<file path="src/rtl/definitions.sv">
// Shared pipeline types for the memory stage: control/data bundles and FSM states.
package definitions;

   typedef logic [4:0]  RegAddr;
   typedef logic [31:0] Word;

   typedef struct packed {
      logic mem_read;
      logic mem_write;
   } M_ctrl;

   typedef struct packed {
      RegAddr dst;
      Word    addr;
      Word    val;
      logic   alu_zero;
      Word    pc_branch;
   } M_data;

   typedef struct packed {
      logic reg_write;
      logic mem_to_reg;
   } MW_ctrl;

   typedef enum logic [1:0] {IDLE, REQ, DONE} MemState;

   localparam int unsigned MEM_TIMEOUT_DEFAULT = 255;

endpackage

</file>
<file path="src/rtl/mem_access.sv">
// Memory-stage access engine: runs loads/stores on the dmem bus and stalls the pipe.
// Define MEM_TIMEOUT_EN to abort a request after TIMEOUT cycles without ack.
module mem_access
   import definitions::*;
#(
   parameter int unsigned TIMEOUT = MEM_TIMEOUT_DEFAULT
) (
   input  logic   clk,
   input  logic   rst,
   input  M_ctrl  m_ctrl,
   input  M_data  m_data,
   input  MW_ctrl mw_ctrl,
   output logic   dmem_req,
   output logic   dmem_we,
   output Word    dmem_addr,
   output Word    dmem_wdata,
   input  Word    dmem_rdata,
   input  logic   dmem_ack,
   output logic   mem_stall,
   output logic   w_valid,
   output RegAddr w_dst,
   output Word    w_val,
   output MW_ctrl w_ctrl,
   output logic   mem_fault
);

   MemState state_q, state_d;
   Word     addr_q, addr_d;
   Word     wdata_q, wdata_d;
   Word     rdata_q, rdata_d;
   RegAddr  dst_q, dst_d;
   MW_ctrl  ctrl_q, ctrl_d;
   logic    we_q, we_d;
   logic    to_q, to_d;
   logic    w_valid_q, w_valid_d;
   RegAddr  w_dst_q, w_dst_d;
   Word     w_val_q, w_val_d;
   MW_ctrl  w_ctrl_q, w_ctrl_d;
   logic    fault_q, fault_d;
   logic    is_mem;
   logic    timeout_hit;
   logic    unused_bits;

   assign is_mem = m_ctrl.mem_read | m_ctrl.mem_write;
   assign unused_bits = ^{m_data.alu_zero, m_data.pc_branch};

`ifdef MEM_TIMEOUT_EN
   localparam int CW = ($clog2(TIMEOUT + 1) > 8) ? $clog2(TIMEOUT + 1) : 8;

   logic [CW-1:0] cnt_q, cnt_d;

   // Held at zero outside REQ so it starts clean on every entry.
   always_comb begin
      cnt_d = '0;
      if (state_q == REQ && !dmem_ack) cnt_d = cnt_q + 1'b1;
   end

   assign timeout_hit = (state_q == REQ) && (cnt_d == CW'(TIMEOUT));

   always_ff @(posedge clk or negedge rst) begin
      if (!rst) cnt_q <= '0;
      else      cnt_q <= cnt_d;
   end
`else
   localparam bit unused_timeout = (TIMEOUT != 0);

   assign timeout_hit = 1'b0;
`endif

   always_comb begin
      state_d    = state_q;
      addr_d     = addr_q;
      wdata_d    = wdata_q;
      rdata_d    = rdata_q;
      dst_d      = dst_q;
      ctrl_d     = ctrl_q;
      we_d       = we_q;
      to_d       = to_q;
      w_valid_d  = 1'b0;
      w_dst_d    = w_dst_q;
      w_val_d    = w_val_q;
      w_ctrl_d   = w_ctrl_q;
      fault_d    = 1'b0;
      mem_stall  = 1'b0;
      dmem_req   = 1'b0;
      dmem_we    = we_q;
      dmem_addr  = addr_q;
      dmem_wdata = wdata_q;
      unique case (state_q)
         IDLE: begin
            if (is_mem) begin
               mem_stall = 1'b1;
               addr_d    = m_data.addr;
               wdata_d   = m_data.val;
               dst_d     = m_data.dst;
               ctrl_d    = mw_ctrl;
               we_d      = m_ctrl.mem_write;
               to_d      = 1'b0;
               state_d   = REQ;
            end else begin
               w_valid_d = |mw_ctrl;
               w_dst_d   = m_data.dst;
               w_val_d   = m_data.addr;
               w_ctrl_d  = mw_ctrl;
            end
         end
         REQ: begin
            dmem_req  = 1'b1;
            mem_stall = 1'b1;
            // Ack beats a coinciding timeout; stores retire with zero.
            if (dmem_ack) begin
               rdata_d = we_q ? '0 : dmem_rdata;
               state_d = DONE;
            end else if (timeout_hit) begin
               rdata_d = '0;
               to_d    = 1'b1;
               state_d = DONE;
            end
         end
         DONE: begin
            w_valid_d = 1'b1;
            w_dst_d   = dst_q;
            w_val_d   = rdata_q;
            w_ctrl_d  = ctrl_q;
            fault_d   = to_q;
            state_d   = IDLE;
         end
         default: state_d = IDLE;
      endcase
   end

   always_ff @(posedge clk or negedge rst) begin
      if (!rst) begin
         state_q   <= IDLE;
         addr_q    <= '0;
         wdata_q   <= '0;
         rdata_q   <= '0;
         dst_q     <= '0;
         ctrl_q    <= '0;
         we_q      <= 1'b0;
         to_q      <= 1'b0;
         w_valid_q <= 1'b0;
         w_dst_q   <= '0;
         w_val_q   <= '0;
         w_ctrl_q  <= '0;
         fault_q   <= 1'b0;
      end else begin
         state_q   <= state_d;
         addr_q    <= addr_d;
         wdata_q   <= wdata_d;
         rdata_q   <= rdata_d;
         dst_q     <= dst_d;
         ctrl_q    <= ctrl_d;
         we_q      <= we_d;
         to_q      <= to_d;
         w_valid_q <= w_valid_d;
         w_dst_q   <= w_dst_d;
         w_val_q   <= w_val_d;
         w_ctrl_q  <= w_ctrl_d;
         fault_q   <= fault_d;
      end
   end

   assign w_valid   = w_valid_q;
   assign w_dst     = w_dst_q;
   assign w_val     = w_val_q;
   assign w_ctrl    = w_ctrl_q;
   assign mem_fault = fault_q;

endmodule

</file>
<file path="config.mk">
export PLATFORM = sky130hd
export DESIGN_NAME = mem_access
export DESIGN_NICKNAME = d
export VERILOG_FILES = /design/src/rtl/definitions.sv /design/src/rtl/mem_access.sv
export SDC_FILE = /design/constraint.sdc
export NUM_CORES = 1
export LEC_CHECK = 0
export ABC_AREA = 1
export CAP_MARGIN = 0
export CORE_ASPECT_RATIO = 1.2
export CORE_MARGIN = 1
export CORE_UTILIZATION = 47
export CTS_CLUSTER_DIAMETER = 60
export DETAILED_ROUTE_END_ITERATION = 7
export PLACE_DENSITY = 0.87
export SETUP_SLACK_MARGIN = 0.05
export SYNTH_ARGS = -nofsm -noshare
export SYNTH_HDL_FRONTEND = slang
export SYNTH_SLANG_ARGS = --single-unit
</file>
<file path="constraint.sdc">
create_clock -name clk -period 3.16 [get_ports clk]
set_input_delay 0.474 -clock clk [delete_from_list [all_inputs] [get_ports clk]]
set_output_delay 0.474 -clock clk [all_outputs]
set_load 0.03 [all_outputs]
</file>
== Word-level counts from Yosys, hierarchy flattened ==
Cells that the tools add are included.
Storage, ports and cells
  register bits after elaboration: 146
  bits in latches: 0
  memory bits (writable): 0
  ROM bits: 0
  output and inout bits: 108
  memories kept: 0
Operators by class
  add/subtract/negate cells: 0
  multipliers: 0
  divide/modulo/power cells: 0
  $lt $le $gt $ge: 0
  equality and inequality tests: 5
  shifts and indexed selects: 0
  mux-type cells: 15
  bitwise gates (word level): 1
  reduce and logical (&&, ||, !) cells: 7
Operators with widths (number)
  $mux 32: 2
  $pmux 32 s2: 1
  $pmux 5 s2: 1
  $pmux 2 s2: 2
  $reduce_and 2->1: 4
  $mux 2: 3
  $ne 2x2->1 const B: 3
  $mux 5: 1
  $pmux 1 s2: 2
  $mux 1: 3
  $eq 2x1->1 const B: 1
  $eq 2x2->1 const B: 1
  $logic_not 2->1: 1
  $reduce_bool 2->1: 1
  $reduce_or 2->1: 1
  $or 1x1->1: 1

== Logic depth before layout (Yosys ltp) ==
  depth after elaboration: 3
  gate-level depth with buffers: 7

== Worst setup path after synthesis ==
Ideal clock, no wire load.
  path kind: in2out
  start point: in m_ctrl[0] (netlist bit)
  end point: out mem_stall
  arrival: 1311 ps
  required time: 2686 ps
  path slack: 1375 ps
  cell stages on the path: 6
  path buffers: 2
  cells stage by stage: inv_1 > nand2_1 > nand2_1 > buf_2 > buf_2 > nand2_1
Between the ends
  longest elaborated chain between the ends: 3
RTL lines
  start: declaration: line mem_access.sv:10  | input M_ctrl m_ctrl,
  $or 1x1->1: line mem_access.sv:44  | assign is_mem = m_ctrl.mem_read | m_ctrl.mem_write;
  $mux 1: line mem_access.sv:91  | if (is_mem) begin
  $pmux 1 s2: line mem_access.sv:89  | unique case (state_q)
  end: declaration: line mem_access.sv:19  | output logic mem_stall,
No other way between the ends.

== Final worst setup path ==
  start point: reg state_q[1]
  end point: out dmem_req
Between the ends
  longest elaborated chain between the ends: 2
RTL lines
  start: declaration: line mem_access.sv:27  | MemState state_q, state_d;
  start signal: assignment: line mem_access.sv:148  | state_q <= state_d;
  $eq 2x1->1: line mem_access.sv:89
  $mux 1: line mem_access.sv:89
  end: declaration: line mem_access.sv:13  | output logic dmem_req,
No other way between the ends.

==> key figures <==
Setup path
  • Critical path peak fanout: 20
  • WP data required: 2690 ps
  • R2r setup slk: 1160 ps
  • R2R depth: 5
  • CP Capture Type: primary output
  • Reg2reg start: state_q[1]
  • CP Data Arrival Time: 1930 ps
  • Startpoint class of the critical path: register
  • Crit Path Class: reg2out
  • FF-to-FF End: rdata_q[29]

Flow run
  • Max Cap Viol: 0

Clocking
  • Hold_buf cts: 0
  • CTS Buf Count: 17
  • Root buffer cell: clkbuf_16
  • Clock Pin Slew Worst Setup and Hold Paths: 60 ps
  • Cts repair resizes: 0
  • Post-CTS Setup Inserts: 0
  • Clk_lat worst skew: 410 ps
  • Sink Count: 146
  • CTS Buffer Depth: 2
  • CTS tree: yes
  • H-tree levels: 4

Timing
  • Min Clock Period, post-route: 2410 ps
  • Worst-Margin Slew: 995 ps
  • Clk_skew: 8.50 ps
  • Hold Violations, Final: 0
  • Max-Slew Margin vs Limit: 33.6%
  • Setup_tns: 0 ps
  • Final Max Tran Viols: 0
  • Setup violators final: 0
  • Fin crit share: 76.1%
  • Final hold slack: 108 ps
  • RSZ-0062 raised after global routing: false
  • Fmax: 416 MHz

Floorplan
  • Core Box Area: 12800 um2
  • Die height: 129 um
  • Die Area: 13900 um2
  • Initial core utilization: 49.1%
  • IO Pins: 249
  • FP Rows: 45
  • Die Width: 108 um

Power
  • Share of power burned in registers: 31.9%
  • Psw: 4.42 mW
  • Lkg Pwr: 4.51 nW
  • Comb pwr share: 47.7%
  • Switching part of the total: 42.6%
  • Worst VDD drop: 1350 uV
  • Internal Power: 5.95 mW
  • Clock share of power: 20.4%
  • Pwr Density: 1140 nW/um2

Detailed routing
  • Routed WL per cell: 15.7 um
  • # DRC: 0
  • Vias per inst: 5.15
  • Iter 0 DRT Violations: 349
  • Post-route ant nets: 0
  • Post-Route WL: 17.8 mm
  • Vias: 5842
  • Pre-antenna DRT Iters: 5

Cells and area
  • Most frequent cells in the layout: 365 x nand2_1, 212 x clkdlybuf4s50_1, 149 x nand3_1, 145 x dfrtp_1, 33 x o21ai_1
  • Share of layout cells above drive strength 1: 5.57%
  • Layout area overhead: 44.6%
  • Commonest non-fill, non-tap cell in the layout: nand2_1
  • Antenna diodes: 0
  • Final nets: 1098

Place
  • PortBufs: 214
  • Dpl hpwl: 11.4 mm
  • Placer Congestion: 0.767

Synthesis
  • Mapped Area: 6300 um2
  • Post-Synth Adder-Cell Area: 0%
  • Mean Syn Cell Area: 8.19 um2
  • Post-Synth XOR/XNOR Area: 0%
  • Multiplexer share of the synthesized area: 0%
  • Cell taking the most area after synthesis: dfrtp_1
  • Synth top area share: 58.0%
  • Simple-Gate Fraction of Synth Area: 34.3%
  • Synth Instances: 769
  • Largest cells by area after synthesis: dfrtp_1 58%, nand2_1 22%, nand3_1 12%
  • Yosys warning count: 0
  • Post-synthesis sequential area ratio: 58.0%
  • Yosys reg bits: 146
  • Synthesized net count: 910
  • Synth unique cells: 18
  • Main combinational cell family by area after synthesis: simple AND/OR/NAND/NOR gates
  • Complex-gate fraction of the synthesized area: 2.82%

Worst hold path
  • Type of the most critical hold path: in2async

Global routing
  • Initial antenna violation count: 0
  • Total GRT Usage: 26.2%
  • Largest net degree at the start of global routing: 83
  • First-pass GRT wire length: 27.8 mm
  • GRT Residual Overflow: 0
  • Vias in the first global route: 5633

Status
  • Status: completed
flip-flops by register name (all words and copies together), names as in the netlist:
name,flops
w_dst,5
w_val,32
rdata_q,32
w_valid,1
dst_q,5
ctrl_q,2
dmem_wdata,32
dmem_addr,32
w_ctrl,2
state_q,2
dmem_we,1
final cells by class:
type / count / area, um2
clock buffers: 20 / 437
fillers: 977 / 3730
well taps: 164 / 205
clock inverters: 12 / 181
inverters: 6 / 22.5
multi-input cells: 559 / 2360
flip-flops and latches: 146 / 3650
repair buffers: 227 / 2250
logic make-up (layout without fill, tap and decap cells):
logic type	Yosys count	count (layout)
buf+inv	64	265
simple gates	523	523
flops	146	146
compound gates	35	35
other cells	1	1
per-layer routing:
metal  track usage, %  share of wire [%]  vias up
li1                 -                  -     2834
met1             32.0                 42     2745
met2             45.0                 50      241
met3             6.59                7.0       22
met4             8.94                1.6        0
met5                0                  0        -
stage by stage:
| step | area, um2 | setup slack, ps | std cells | util [%] | total power [mW] |
|---|---|---|---|---|---|
| 2_1_floorplan | 6300 | 1380 | 769 | - | 6.26 |
| 3_3_place_gp | 8490 | 928 | 1102 | 66.1 | 8.14 |
| 3_5_place_dp | 8490 | 900 | 1102 | 66.1 | 8.28 |
| 4_1_cts | 9110 | 740 | 1134 | 70.9 | 10.4 |
| 5_1_grt | 9110 | 681 | 1134 | 70.9 | 11.0 |
| 6_report | 9110 | 754 | 1134 | 70.9 | 10.4 |
worst max path at each step:
| stage | start | to | slack [ps] | cells past startpoint |
|---|---|---|---|---|
| global placement | m_ctrl[0] | w_dst[4] | 930 | 6 |
| floorplan | m_ctrl[0] | mem_stall | 1380 | 6 |
| detailed placement | m_ctrl[0] | w_val[10] | 900 | 6 |
| CTS | state_q[1] | dmem_req | 740 | 2 |
| finish | state_q[1] | dmem_req | 750 | 2 |
| global route | state_q[1] | dmem_req | 680 | 2 |
power groups by stage:
stage          Combinational [mW]  Sequential (mW)  Clock (mW)
5_1_grt                      5.35             3.40        2.22
3_5_place_dp                 4.97             3.32           0
4_1_cts                      4.99             3.30        2.14
3_3_place_gp                 4.87             3.27           0
2_1_floorplan                1.75             4.51           0
6_report                     4.95             3.30        2.11
critical path, cell delays in order, from the launching register on:
cell and delay (ps):
dfrtp_2 580, nor2_2 240, clkdlybuf4s50_1 700
Yosys cell counts (all sizes together):
cell      n
buf      29
clkbuf   29
conb      1
dfrtp   146
inv       6
nand2   371
nand3   149
nor2      3
o211ai    1
o21ai    34
Power figures use the tool's default switching activity.
